### config.mk
export PLATFORM = sky130hd
export DESIGN_NAME = cart_bs_detect
export DESIGN_NICKNAME = d
export VERILOG_FILES = /design/src/rtl/cart_pkg.sv /design/src/rtl/bs_sig_scan.sv /design/src/rtl/cart_bs_detect.sv
export SDC_FILE = /design/constraint.sdc
export NUM_CORES = 1
export LEC_CHECK = 0
export CORE_ASPECT_RATIO = 0.9
export CORE_UTILIZATION = 35
export CTS_BUF_LIST = sky130_fd_sc_hd__clkbuf_4 sky130_fd_sc_hd__clkbuf_8
export CTS_CLUSTER_DIAMETER = 60
export DETAILED_ROUTE_END_ITERATION = 8
export GPL_ROUTABILITY_DRIVEN = 1
export GPL_TIMING_DRIVEN = 0
export PLACE_DENSITY = 0.55
export SETUP_SLACK_MARGIN = 0.5
export SYNTH_ARGS = -nofsm -noshare
export SYNTH_HDL_FRONTEND = slang
export SYNTH_SLANG_ARGS = --single-unit
### constraint.sdc
create_clock -name clk_sys -period 2.5 [get_ports clk_sys]
set_input_delay 0.25 -clock clk_sys [delete_from_list [all_inputs] [get_ports clk_sys]]
set_output_delay 0.25 -clock clk_sys [all_outputs]
set_load 0.01 [all_outputs]
### src/rtl/cart_pkg.sv
// Shared types and constants for cartridge bankswitch detection:
// scheme codes, image sizes and opcode-signature bytes.
package cart_pkg;

  typedef enum logic [3:0] {
    BS_NONE = 4'd0,
    BS_F8   = 4'd1,
    BS_F6   = 4'd2,
    BS_FE   = 4'd3,
    BS_E0   = 4'd4,
    BS_3F   = 4'd5,
    BS_F4   = 4'd6,
    BS_P2   = 4'd7,
    BS_FA   = 4'd8,
    BS_CV   = 4'd9
  } bs_t;

  typedef enum logic [1:0] {
    ST_IDLE,
    ST_LOAD,
    ST_RESOLVE,
    ST_DONE
  } det_state_t;

  localparam int unsigned K4  = 4096;
  localparam int unsigned K8  = 8192;
  localparam int unsigned K10 = 10240;
  localparam int unsigned K12 = 12288;
  localparam int unsigned K16 = 16384;
  localparam int unsigned K32 = 32768;

  // E0: LDA/STA abs into the $1FE0-$1FE7 hotspots (either mirror)
  localparam logic [7:0]  SIG_E0_OP_A = 8'h8D;
  localparam logic [7:0]  SIG_E0_OP_B = 8'hAD;
  localparam logic [4:0]  SIG_E0_LO   = 5'b11100;
  localparam logic [7:0]  SIG_E0_HI_A = 8'h1F;
  localparam logic [7:0]  SIG_E0_HI_B = 8'hFF;
  // 3F: STA zp $3F
  localparam logic [15:0] SIG_3F      = 16'h853F;
  // FE: JSR $D000/$F000 followed by DEC
  localparam logic [31:0] SIG_FE_A    = 32'h2000D0C6;
  localparam logic [31:0] SIG_FE_B    = 32'h2000F0C6;

  function automatic logic [1:0] sat_inc2(input logic [1:0] v);
    return (v == 2'd3) ? v : v + 2'd1;
  endfunction

endpackage

### src/rtl/bs_sig_scan.sv
// Sliding 4-byte window over the ioctl byte stream with saturating
// hit counters for the E0, 3F and FE opcode signatures.
module bs_sig_scan
  import cart_pkg::*;
#(
  parameter int unsigned ADDR_W = 17
) (
  input  logic              clk,
  input  logic              rst_n,
  input  logic              i_clr,
  input  logic              i_wr,
  input  logic [ADDR_W-1:0] i_addr,
  input  logic [7:0]        i_data,
  output logic [1:0]        o_hit_e0,
  output logic [1:0]        o_hit_3f,
  output logic [1:0]        o_hit_fe
);

  logic [31:0]       r_win;
  logic [ADDR_W-1:0] r_last_addr;
  logic [1:0]        r_hit_e0;
  logic [1:0]        r_hit_3f;
  logic [1:0]        r_hit_fe;

  logic              w_seq;
  logic [31:0]       w_win_next;
  logic              w_e0;
  logic              w_3f;
  logic              w_fe;

  // A non-contiguous write breaks any signature spanning the gap
  assign w_seq      = (i_addr == '0) || (i_addr == r_last_addr + ADDR_W'(1));
  assign w_win_next = {(w_seq ? r_win[23:0] : 24'h0), i_data};

  assign w_e0 = ((w_win_next[23:16] == SIG_E0_OP_A) || (w_win_next[23:16] == SIG_E0_OP_B)) &&
                (w_win_next[15:11] == SIG_E0_LO) &&
                ((w_win_next[7:0] == SIG_E0_HI_A) || (w_win_next[7:0] == SIG_E0_HI_B));
  assign w_3f = (w_win_next[15:0] == SIG_3F);
  assign w_fe = (w_win_next == SIG_FE_A) || (w_win_next == SIG_FE_B);

  always_ff @(posedge clk or negedge rst_n) begin
    if (!rst_n) begin
      r_win       <= '0;
      r_last_addr <= '0;
      r_hit_e0    <= '0;
      r_hit_3f    <= '0;
      r_hit_fe    <= '0;
    end else if (i_clr) begin
      r_win       <= '0;
      r_last_addr <= '0;
      r_hit_e0    <= '0;
      r_hit_3f    <= '0;
      r_hit_fe    <= '0;
    end else if (i_wr) begin
      r_win       <= w_win_next;
      r_last_addr <= i_addr;
      if (w_e0) r_hit_e0 <= sat_inc2(r_hit_e0);
      if (w_3f) r_hit_3f <= sat_inc2(r_hit_3f);
      if (w_fe) r_hit_fe <= sat_inc2(r_hit_fe);
    end
  end

  assign o_hit_e0 = r_hit_e0;
  assign o_hit_3f = r_hit_3f;
  assign o_hit_fe = r_hit_fe;

endmodule

### src/rtl/cart_bs_detect.sv
// Watches the HPS cartridge download and resolves the bankswitch scheme,
// SuperChip enable and ROM size from extension hints, size and signatures.
module cart_bs_detect
  import cart_pkg::*;
#(
  parameter int unsigned ADDR_W   = 17,
  parameter int unsigned SC_BYTES = 128
) (
  input  logic              clk_sys,
  input  logic              reset_n,
  input  logic              ioctl_download,
  input  logic              ioctl_wr,
  input  logic [ADDR_W-1:0] ioctl_addr,
  input  logic [7:0]        ioctl_dout,
  input  logic [3:0]        ext_bs,
  input  logic              ext_sc,
  input  logic [1:0]        sc_mode,
  output bs_t               force_bs,
  output logic              sc,
  output logic [ADDR_W-1:0] rom_size,
  output logic              detect_done,
  output logic              busy
);

  det_state_t        r_state;
  det_state_t        w_state_next;
  logic              r_dl_q;
  logic [3:0]        r_ext_bs;
  logic              r_ext_sc;
  logic [1:0]        r_sc_mode;
  logic [ADDR_W-1:0] r_size;
  logic [7:0]        r_byte0;
  logic              r_sc_cand;
  logic              r_sc_kill;
  bs_t               r_force_bs;
  logic              r_sc;
  logic [ADDR_W-1:0] r_rom_size;
  logic              r_done;
  logic              r_busy;

  logic              w_rise;
  logic              w_fall;
  logic              w_start;
  logic              w_capture;
  logic              w_wr;
  logic [ADDR_W:0]   w_addr_p1;
  logic [ADDR_W-1:0] w_addr_p1_sat;
  logic [1:0]        w_hit_e0;
  logic [1:0]        w_hit_3f;
  logic [1:0]        w_hit_fe;
  bs_t               w_bs;
  logic              w_sc;

  assign w_rise = ioctl_download & ~r_dl_q;
  assign w_fall = ~ioctl_download & r_dl_q;
  assign w_wr   = ioctl_wr && (r_state == ST_LOAD);

  assign w_addr_p1     = {1'b0, ioctl_addr} + (ADDR_W + 1)'(1);
  assign w_addr_p1_sat = w_addr_p1[ADDR_W] ? '1 : w_addr_p1[ADDR_W-1:0];

  bs_sig_scan #(.ADDR_W(ADDR_W)) u_scan (
    .clk      (clk_sys),
    .rst_n    (reset_n),
    .i_clr    (w_start),
    .i_wr     (w_wr),
    .i_addr   (ioctl_addr),
    .i_data   (ioctl_dout),
    .o_hit_e0 (w_hit_e0),
    .o_hit_3f (w_hit_3f),
    .o_hit_fe (w_hit_fe)
  );

  always_ff @(posedge clk_sys or negedge reset_n) begin
    if (!reset_n) r_state <= ST_IDLE;
    else          r_state <= w_state_next;
  end

  // A new download rising edge outside LOAD abandons any pending result
  always_comb begin
    w_state_next = r_state;
    w_start      = 1'b0;
    w_capture    = 1'b0;
    case (r_state)
      ST_IDLE: begin
        if (w_rise) begin
          w_state_next = ST_LOAD;
          w_start      = 1'b1;
        end
      end
      ST_LOAD: begin
        if (w_fall) w_state_next = ST_RESOLVE;
      end
      ST_RESOLVE: begin
        if (w_rise) begin
          w_state_next = ST_LOAD;
          w_start      = 1'b1;
        end else begin
          w_state_next = ST_DONE;
          w_capture    = 1'b1;
        end
      end
      ST_DONE: begin
        if (w_rise) begin
          w_state_next = ST_LOAD;
          w_start      = 1'b1;
        end else begin
          w_state_next = ST_IDLE;
        end
      end
      default: w_state_next = ST_IDLE;
    endcase
  end

  // Resolve priority: extension, tiny image, 3F signature, then by size
  always_comb begin
    w_bs = BS_NONE;
    if (r_ext_bs != 4'd0) begin
      w_bs = bs_t'(r_ext_bs);
    end else if (r_size <= ADDR_W'(K4)) begin
      w_bs = BS_NONE;
    end else if (w_hit_3f >= 2'd2) begin
      w_bs = BS_3F;
    end else if (r_size == ADDR_W'(K8)) begin
      if (w_hit_e0 >= 2'd2)      w_bs = BS_E0;
      else if (w_hit_fe != 2'd0) w_bs = BS_FE;
      else                       w_bs = BS_F8;
    end else if (r_size == ADDR_W'(K12)) begin
      w_bs = BS_FA;
    end else if (r_size == ADDR_W'(K16)) begin
      w_bs = (w_hit_e0 >= 2'd2) ? BS_E0 : BS_F6;
    end else if (r_size == ADDR_W'(K32)) begin
      w_bs = BS_F4;
    end else if ((r_size == ADDR_W'(K10)) || (r_size == ADDR_W'(K10 + 255))) begin
      w_bs = BS_P2;
    end
  end

  always_comb begin
    w_sc = 1'b0;
    case (r_sc_mode)
      2'd1:    w_sc = 1'b0;
      2'd2:    w_sc = 1'b1;
      default: w_sc = r_ext_sc | (r_sc_cand & (r_size >= ADDR_W'(K8)));
    endcase
  end

  always_ff @(posedge clk_sys or negedge reset_n) begin
    if (!reset_n) begin
      r_dl_q     <= 1'b0;
      r_ext_bs   <= '0;
      r_ext_sc   <= 1'b0;
      r_sc_mode  <= '0;
      r_size     <= '0;
      r_byte0    <= '0;
      r_sc_cand  <= 1'b0;
      r_sc_kill  <= 1'b0;
      r_force_bs <= BS_NONE;
      r_sc       <= 1'b0;
      r_rom_size <= '0;
      r_done     <= 1'b0;
      r_busy     <= 1'b0;
    end else begin
      r_dl_q <= ioctl_download;
      r_busy <= (w_state_next != ST_IDLE);
      r_done <= (w_state_next == ST_DONE);
      if (w_start) begin
        r_ext_bs  <= ext_bs;
        r_ext_sc  <= ext_sc;
        r_sc_mode <= sc_mode;
        r_size    <= '0;
        r_byte0   <= '0;
        r_sc_cand <= 1'b0;
        r_sc_kill <= 1'b0;
      end else if (w_wr) begin
        if (w_addr_p1_sat > r_size) r_size <= w_addr_p1_sat;
        // SuperChip images keep a uniform fill over the RAM window
        if (ioctl_addr == '0) begin
          r_byte0   <= ioctl_dout;
          r_sc_cand <= ~r_sc_kill;
        end else if ((ioctl_addr < ADDR_W'(SC_BYTES)) && (ioctl_dout != r_byte0)) begin
          r_sc_cand <= 1'b0;
          r_sc_kill <= 1'b1;
        end
      end
      if (w_capture) begin
        r_force_bs <= w_bs;
        r_sc       <= w_sc;
        r_rom_size <= r_size;
      end
    end
  end

  assign force_bs    = r_force_bs;
  assign sc          = r_sc;
  assign rom_size    = r_rom_size;
  assign detect_done = r_done;
  assign busy        = r_busy;

endmodule
==> run metrics, run 1 <==
run status=complete, but fails checks; violated checks=setup timing; largest family of logic cells by synthesized area=simple AND/OR/NAND/NOR gates; global-route usage over all layers=19.3%; Filler cells=1621; share of the clock period used by the worst path=111%; worst-case headroom to the max-slew limit=43.3%; net count of the finished layout=839; cell type with the largest total area after synthesis=sky130_fd_sc_hd__dfrtp_1; DR vias=5430; Power Dens Cells=858 mW/mm2; cell class contributing the biggest share of worst-path delay=compound AO/OA/AOI/OAI gates; commonest cells in the synthesized netlist=108 x sky130_fd_sc_hd__dfrtp_1, 106 x sky130_fd_sc_hd__nand2_1, 49 x sky130_fd_sc_hd__o21ai_0; die area=0.0183 mm2; first-pass GRT wire length=27400 um; H-Tree Level Count=3; Seq/Total Area, Yosys=43.4%; count of buffers from port buffering=50; die span in x=143 um; Sinks on Clock Net=108; warnings from Yosys=0; post-route setup slack=-0.269 ns; Initial Utilization=36.3%; GR met2 Demand/Resource=31.8%; synthesized netlist net count=735; peak clock frequency supported by timing=361 MHz; antenna violations before repair=0; post-synthesis share of cell area spent on xor and xnor gates=5.63%; slowest cell on the critical path=sky130_fd_sc_hd__mux2_4; drt initial violations=364; number of synthesized flops with an enable pin=0; dominant cell by count in the synthesized netlist=sky130_fd_sc_hd__dfrtp_1; crit path kind=in2reg; clock insertion delay at the later pin of the skew report=0.38 ns; FF+latch area=0.00271 mm2; post-DR wirelength/cell=16.7 um; final weighted congestion of routability-driven global placement=0.809; Final Hold Vio Count=0; Arrival @ worst endpoint=3.04 ns; Hold WS=0.123 ns; most used cell along the critical path=sky130_fd_sc_hd__o21a_1; count of unique library cells instantiated by Yosys=61; synth top area cells=sky130_fd_sc_hd__dfrtp_1 43%, sky130_fd_sc_hd__nand2_1 6.4%, sky130_fd_sc_hd__ha_1 5.4%, sky130_fd_sc_hd__a22o_1 5.3%, sky130_fd_sc_hd__o21ai_0 3.9%; simple-gate area share of the yosys netlist=21.5%; ordered list of cells on the worst path=buf_4 > and3_4 > nand3_2 > nor2_2 > nand2_2 > nand2b_4 > ha_4 > nor2b_4 > o21a_1 > o21a_1 > o21a_1 > o211ai_1 > a311oi_2 > o21ai_2 > buf_6 > buf_6 > mux2_4; die span in y=128 um; Antenna Nets Post-Route=0; final critical delay including setup and external delays=2.77 ns; Avg Inst Size Synth=9.26 um2; CTS tree=built; multi-input combinational cell area=0.00370 mm2; met1 Track Usage GR=25.6%; worst path bufs/invs=3; clock-pin slew reported for the worst setup and hold paths after clock tree synthesis=0.10 ns; unrepaired setup endpoints after global routing=true; area of all placed cells without fillers=0.00817 mm2; static leakage=3.61 nW; via count of the first global-routing pass=5351; DRC violations left=0; most utilized layer in the global route result=met2; biggest fanout along the worst timing path=6; total of flip-flops plus latches after synthesis=108; proportion of register bits with asynchronous set or reset after synthesis=100%; summed instance area of the synthesized netlist=0.00622 mm2; iteration count of the initial detailed-routing pass=5; final worst clock skew=0.00589 ns; type of the tightest min-delay check=in2reg; post-detailed-routing wire length=16900 um; post-synthesis instance total=672; count of max-cap constraint violations=0; non-filler instance count after layout=1015; crit start category=primary input; pin count of the biggest net entering global routing=66; global route total overflow=0; arithmetic-cell share of the synthesized area counting full adders, half adders and majority gates=5.43%; Synth Area in Compound Gates=15.5%; number of cell rows=45; io pins=60; cell count after placement=958; count of pins over their slew limit=0; Layout area overhead=31.3%; worst stage delay on the critical path=0.30 ns; total chip power=7.01 mW; Ant. Diodes=0; final HPWL from detailed placement=12100 um; Core Region=0.0171 mm2; number of buffers added by the clock tree synthesis step=9; critical path required time=2.77 ns; Final Setup Violations=17; multiplexer share of the synthesized area=4.20%; via density per instance=5.35; setup slack of the most critical reg-to-reg path=-0.24 ns; transition time at the pin with the least slew margin=0.850 ns; root buf cell=sky130_fd_sc_hd__clkbuf_8; category of the worst setup path capture point=flip-flop; peak supply drop=0.349 mV; fraction of synthesized cell area taken by the top area cell type=43.4%; placed cell areas=0.00718 mm2; Synth Flop Type=sky130_fd_sc_hd__dfrtp_1; Bufs on Longest Clock Path=2; met3 layer usage reported by global route=3.61%; ratio of cells with drive above 1 in the final layout=22.9%
==> metal layers <==
metal / part of all wire [%] / routed length [um]
met1: 48 / 8050
met2: 46 / 7860
met3: 4.2 / 704
met4: 1.8 / 301
met5: 0 / 0
==> path summary, 6_finish.rpt <==
path / start / endpoint / depth (start not counted)
max in group asynchronous: reset_n / u_scan.r_win[14] / 3
worst min register to register: rom_size[16] / rom_size[16] / 2
worst min-delay path: ioctl_addr[3] / u_scan.r_last_addr[3] / 2
worst max-delay path: ioctl_addr[13] / r_size[11] / 17
worst max register to register: r_size[1] / r_size[11] / 12
min in group asynchronous: reset_n / rom_size[6] / 2
==> final cells by class <==
type	instances	share of cell area, %
plain buffers	37	3.69
clock buffers	12	1.87
repair buffers	93	10.8
multi-input cells	498	45.3
flip-flops and latches	108	33.2
inverters	29	1.33
well taps	235	3.60
clock inverters	3	0.260
==> cells in the final DEF, fill, tap and decap left out, types with 5 or more instances in the layout <==
cell	count
sky130_fd_sc_hd__clkdlybuf4s50_1	41
sky130_fd_sc_hd__nor4_4	5
sky130_fd_sc_hd__clkbuf_2	12
sky130_fd_sc_hd__a22o_1	38
sky130_fd_sc_hd__inv_1	27
sky130_fd_sc_hd__o21a_1	5
sky130_fd_sc_hd__ha_1	22
sky130_fd_sc_hd__clkbuf_8	16
sky130_fd_sc_hd__nor2_1	36
sky130_fd_sc_hd__dfrtp_2	5
sky130_fd_sc_hd__xor2_1	24
sky130_fd_sc_hd__buf_4	38
sky130_fd_sc_hd__nand2b_1	9
sky130_fd_sc_hd__a21o_1	5
sky130_fd_sc_hd__nand2_1	99
sky130_fd_sc_hd__nand3_1	15
sky130_fd_sc_hd__dfrtp_1	103
sky130_fd_sc_hd__nor3_1	9
sky130_fd_sc_hd__nor4b_1	5
sky130_fd_sc_hd__nand4_1	15
sky130_fd_sc_hd__clkbuf_1	10
sky130_fd_sc_hd__xnor2_1	16
sky130_fd_sc_hd__o21ai_0	45
sky130_fd_sc_hd__nor4_1	15
sky130_fd_sc_hd__a31oi_1	5
sky130_fd_sc_hd__mux2i_1	7
sky130_fd_sc_hd__nand3_2	8
sky130_fd_sc_hd__mux2_4	17
sky130_fd_sc_hd__buf_6	13
sky130_fd_sc_hd__a21oi_1	9
==> repair_timing <==
action	in CTS	in global routing
endpoints found under the hold margin	43	0
hold buffers	1	0
cloned	3	0
resized for setup	142	26
buffers inserted	30	8
pin swaps	25	11
endpoints found under the setup margin	79	85
==> worst register-to-register path: stages (launching register included) <==
cell,delay (ns)
sky130_fd_sc_hd__dfrtp_1,0.43
sky130_fd_sc_hd__inv_1,0.17
sky130_fd_sc_hd__ha_4,0.23
sky130_fd_sc_hd__nor2b_4,0.12
sky130_fd_sc_hd__o21a_1,0.18
sky130_fd_sc_hd__o21a_1,0.17
sky130_fd_sc_hd__o21a_1,0.18
sky130_fd_sc_hd__o211ai_1,0.22
sky130_fd_sc_hd__a311oi_2,0.15
sky130_fd_sc_hd__o21ai_2,0.21
sky130_fd_sc_hd__buf_6,0.14
sky130_fd_sc_hd__buf_6,0.13
sky130_fd_sc_hd__mux2_4,0.30
==> power breakdown <==
part	internal (mW)	total, mW	leakage, nW	switching [mW]
registers	2.28	2.79	1.41	0.505
clock network	0.410	1.01	0.0897	0.597
logic	1.65	3.21	2.10	1.56
total	4.35	7.01	3.61	2.66
==> kinds of logic (layout without fill, tap and decap cells) <==
kind of cell               Yosys count  count (layout)
muxes                               24              24
xor gates and xnor gates            40              40
buffers and inverters               66             174
AOI/OAI and AO/OA                  140             140
DFF                                108             108
and+or+nand+nor                    267             267
adders and majority gates           27              27
==> through the flow <==
stage               setup TNS (ns)  worst slack, ns  utilization (%)
detailed placement          -45.50            -1.57             42.0
global placement           -365.69            -2.99             41.8
finish                       -4.23           -0.269             47.7
CTS                          -3.18           -0.208             46.8
floorplan                    -9.55           -0.634                -
global route                 -6.56           -0.389             47.7
==> registers in the layout, summed over array words and instances, names as in the netlist <==
signal and flops:
detect_done 1, rom_size 17, r_byte0 8, r_sc_cand 1, r_ext_bs 4, sc 1, force_bs 4, r_sc_kill 1
u_scan.r_win 24, u_scan.o_hit_3f 2, r_ext_sc 1, u_scan.o_hit_e0 2, u_scan.o_hit_fe 2, u_scan.r_last_addr 17, r_dl_q 1, busy 1
r_state 2, r_sc_mode 2, r_size 17
Power figures use the tool's default switching activity.
==> inputs of run 2 (changes only) <==
- CTS_CLUSTER_SIZE: unset -> 28
- GPL_TIMING_DRIVEN: 0 -> unset
- PLACE_DENSITY: 0.55 -> 0.56
==> run 2 against run 1 <==
Effect of this change: the run still ends with setup timing left; first-iteration DRC count down 35%; via count up 2.3%; design area up 6.0%; critical path depth down 1; worst setup slack better by 0.092 ns; highest routed layer unchanged.
==> run metrics, run 2 (synthesis results as in run 1) <==
run status=complete, but fails checks; violated checks=setup timing; commonest cells after routing, fill and taps aside=105 x sky130_fd_sc_hd__buf_4, 103 x sky130_fd_sc_hd__dfrtp_1, 100 x sky130_fd_sc_hd__nand2_1, 42 x sky130_fd_sc_hd__o21ai_0, 41 x sky130_fd_sc_hd__clkdlybuf4s50_1; count of buffers from port buffering=59 (+18%); total negative slack for setup checks=-2.51 ns (+1.72 ns); routed length on met2=7880 um (+0.34%); Core Region=0.0171 mm2 (unchanged); highest routed layer=met4; capture endpoint of the worst hold path=u_scan.r_last_addr[4]; launch point of the worst path=ioctl_addr[2]; Final Hold Vio Count=0 (unchanged); critical path required time=2.77 ns (about the same); Layout area overhead=39.2%; die span in y=128 um (unchanged); placed cell areas=0.00775 mm2 (+7.9%); area of all placed cells without fillers=0.00866 mm2 (+6.0%); CTS tree=built; category of the worst setup path capture point=flip-flop; die area=0.0183 mm2 (unchanged); number of instances on the worst hold path=3 (+1); number of buffers added by the clock tree synthesis step=9 (unchanged); root buf cell=sky130_fd_sc_hd__clkbuf_8; worst-case headroom to the max-slew limit=61.8% (+19 points); Sw Ratio=37.2% (-0.79 points); Antenna Nets Post-Route=0 (unchanged); Filler cells=1594 (-1.7%); drt initial violations=235 (-35%); Ant. Diodes=0 (unchanged); start point of the worst hold path=ioctl_addr[4]; Worst R2R Start=r_size[1]; crit path kind=in2reg; type of the tightest min-delay check=in2reg; share of the clock period used by the worst path=107% (-3.7 points); peak supply drop=0.281 mV (-19%); number of cell rows=45 (unchanged); count of max-cap constraint violations=0 (unchanged); max reg flops=24 (unchanged); multi-input combinational cell area=0.00381 mm2 (+3.0%); die span in x=143 um (unchanged); Met3 Routed Length=568 um (-19%); ratio of cells with drive above 1 in the final layout=29.3% (+6.3 points); final weighted congestion of routability-driven global placement=0.838 (+3.5%); biggest fanout along the worst timing path=8 (+2); clock-pin slew reported for the worst setup and hold paths after clock tree synthesis=0.10 ns (about the same); H-Tree Level Count=3 (unchanged); unrepaired setup endpoints after global routing=true; antenna violations before repair=0 (unchanged); Bufs on Longest Clock Path=2 (unchanged); FF+latch area=0.00271 mm2 (unchanged); Final Setup Violations=17 (unchanged); via count of the first global-routing pass=5740 (+7.3%); Arrival @ worst endpoint=2.94 ns (-0.10 ns); DR vias=5557 (+2.3%); static leakage=3.87 nW (+7.4%); Initial Utilization=36.3% (unchanged); clock insertion delay at the later pin of the skew report=0.38 ns (about the same); peak clock frequency supported by timing=374 MHz (+3.4%); final HPWL from detailed placement=12600 um (+3.7%); power share of the clock group=16.4% (+2.0 points); worst reg-to-reg path cell count=11 (-1); reg-to-reg critical path endpoint=r_size[7]; pin count of the biggest net entering global routing=43 (-35%); DRC violations left=0 (unchanged); Reg power frac=37.9% (-1.9 points); final worst clock skew=0.00930 ns (+0.00341 ns); via density per instance=5.23 (-2.2%); count of pins over their slew limit=0 (unchanged); transition time at the pin with the least slew margin=0.572 ns (-0.278 ns); Power Dens Cells=855 mW/mm2 (-0.33%); io pins=60 (unchanged); global-route usage over all layers=20.0% (+0.69 points); post-route setup slack=-0.177 ns (+0.0921 ns); post-detailed-routing wire length=17300 um (+2.3%); Switching Power=2.75 mW (+3.5%); setup slack of the most critical reg-to-reg path=-0.14 ns (+0.10 ns); post-DR wirelength/cell=16.3 um (-2.2%); net count of the finished layout=887 (+5.7%); most common library cell in the layout ignoring fill and taps=sky130_fd_sc_hd__buf_4; Sinks on Clock Net=108 (unchanged); crit start category=primary input; register with the highest flop count=u_scan.r_win; combinational share of power=45.7% (about the same); iteration count of the initial detailed-routing pass=5 (unchanged); global route total overflow=0 (unchanged); first-pass GRT wire length=28700 um (+4.8%); wire length on met1=8380 um (+4.2%); final critical delay including setup and external delays=2.68 ns (-0.0921 ns); internal power=4.65 mW (+7.0%)
[run 2: worst max path at each step]
stage / slack (ns) / to / cells past startpoint
floorplan: -0.63 / r_size[14] / 16
global placement: -0.99 / r_size[5] / 16
detailed placement: -1.06 / r_size[7] / 16
CTS: -0.15 / r_size[7] / 16
global route: -0.29 / r_size[7] / 16
finish: -0.18 / r_size[7] / 16
[run 2: critical path: stages]
cell and delay (ns):
sky130_fd_sc_hd__buf_6 0.07, sky130_fd_sc_hd__and3_4 0.21, sky130_fd_sc_hd__and2_4 0.16, sky130_fd_sc_hd__nand2_4 0.06, sky130_fd_sc_hd__nor2_4 0.11, sky130_fd_sc_hd__nand3_2 0.11
sky130_fd_sc_hd__or3_1 0.36, sky130_fd_sc_hd__nand3_2 0.09, sky130_fd_sc_hd__ha_1 0.25, sky130_fd_sc_hd__a21o_1 0.18, sky130_fd_sc_hd__a21o_1 0.15, sky130_fd_sc_hd__a21oi_2 0.11
sky130_fd_sc_hd__o21ai_1 0.09, sky130_fd_sc_hd__o21ai_2 0.24, sky130_fd_sc_hd__buf_6 0.20, sky130_fd_sc_hd__mux2_4 0.31
[run 2: per-layer routing]
layer,track usage [%],up-vias
li1,-,2698
met1,26.6,2719
met2,32.3,111
met3,3.05,29
met4,8.98,0
met5,0,-
[run 2: metrics by stage]
stage          utilization (%)  power, mW  worst slack [ns]  hold WS, ns  instances
5_1_grt                   50.6       7.94            -0.294        0.237       1062
3_3_place_gp              45.3       5.56            -0.987        0.275       1020
4_1_cts                   48.9       7.16            -0.155        0.214       1052
3_5_place_dp              45.3       5.68             -1.06        0.287       1020
2_1_floorplan                -       4.44            -0.634      -0.0456        672
6_report                  50.6       7.40            -0.177        0.237       1062
[run 2: cell type report]
cell class / count / share of cell area [%]
Clock inverter: 3 / 0.824
Inverter: 29 / 1.29
Timing Repair Buffer: 178 / 17.6
Multi-Input combinational cell: 498 / 44.0
Sequential cell: 108 / 31.3
Tap cell: 235 / 3.40
Clock buffer: 11 / 1.68
[run 2: power by group through the flow]
stage	Sequential (mW)	Combinational [mW]	Clock, mW
2_1_floorplan	2.74	1.71	0
3_3_place_gp	2.74	2.82	0
3_5_place_dp	2.77	2.91	0
4_1_cts	2.75	3.17	1.24
5_1_grt	2.89	3.73	1.32
6_report	2.81	3.38	1.22
[run 2: timing repair]
action / 4_1_cts / 5_1_grt
gates cloned: 1 / 0
buffers inserted: 16 / 10
hold buffers: 1 / 0
gates resized for setup: 122 / 47
endpoints found under the setup margin: 50 / 52
pin swaps: 26 / 19
hold endpoints to repair: 40 / 0
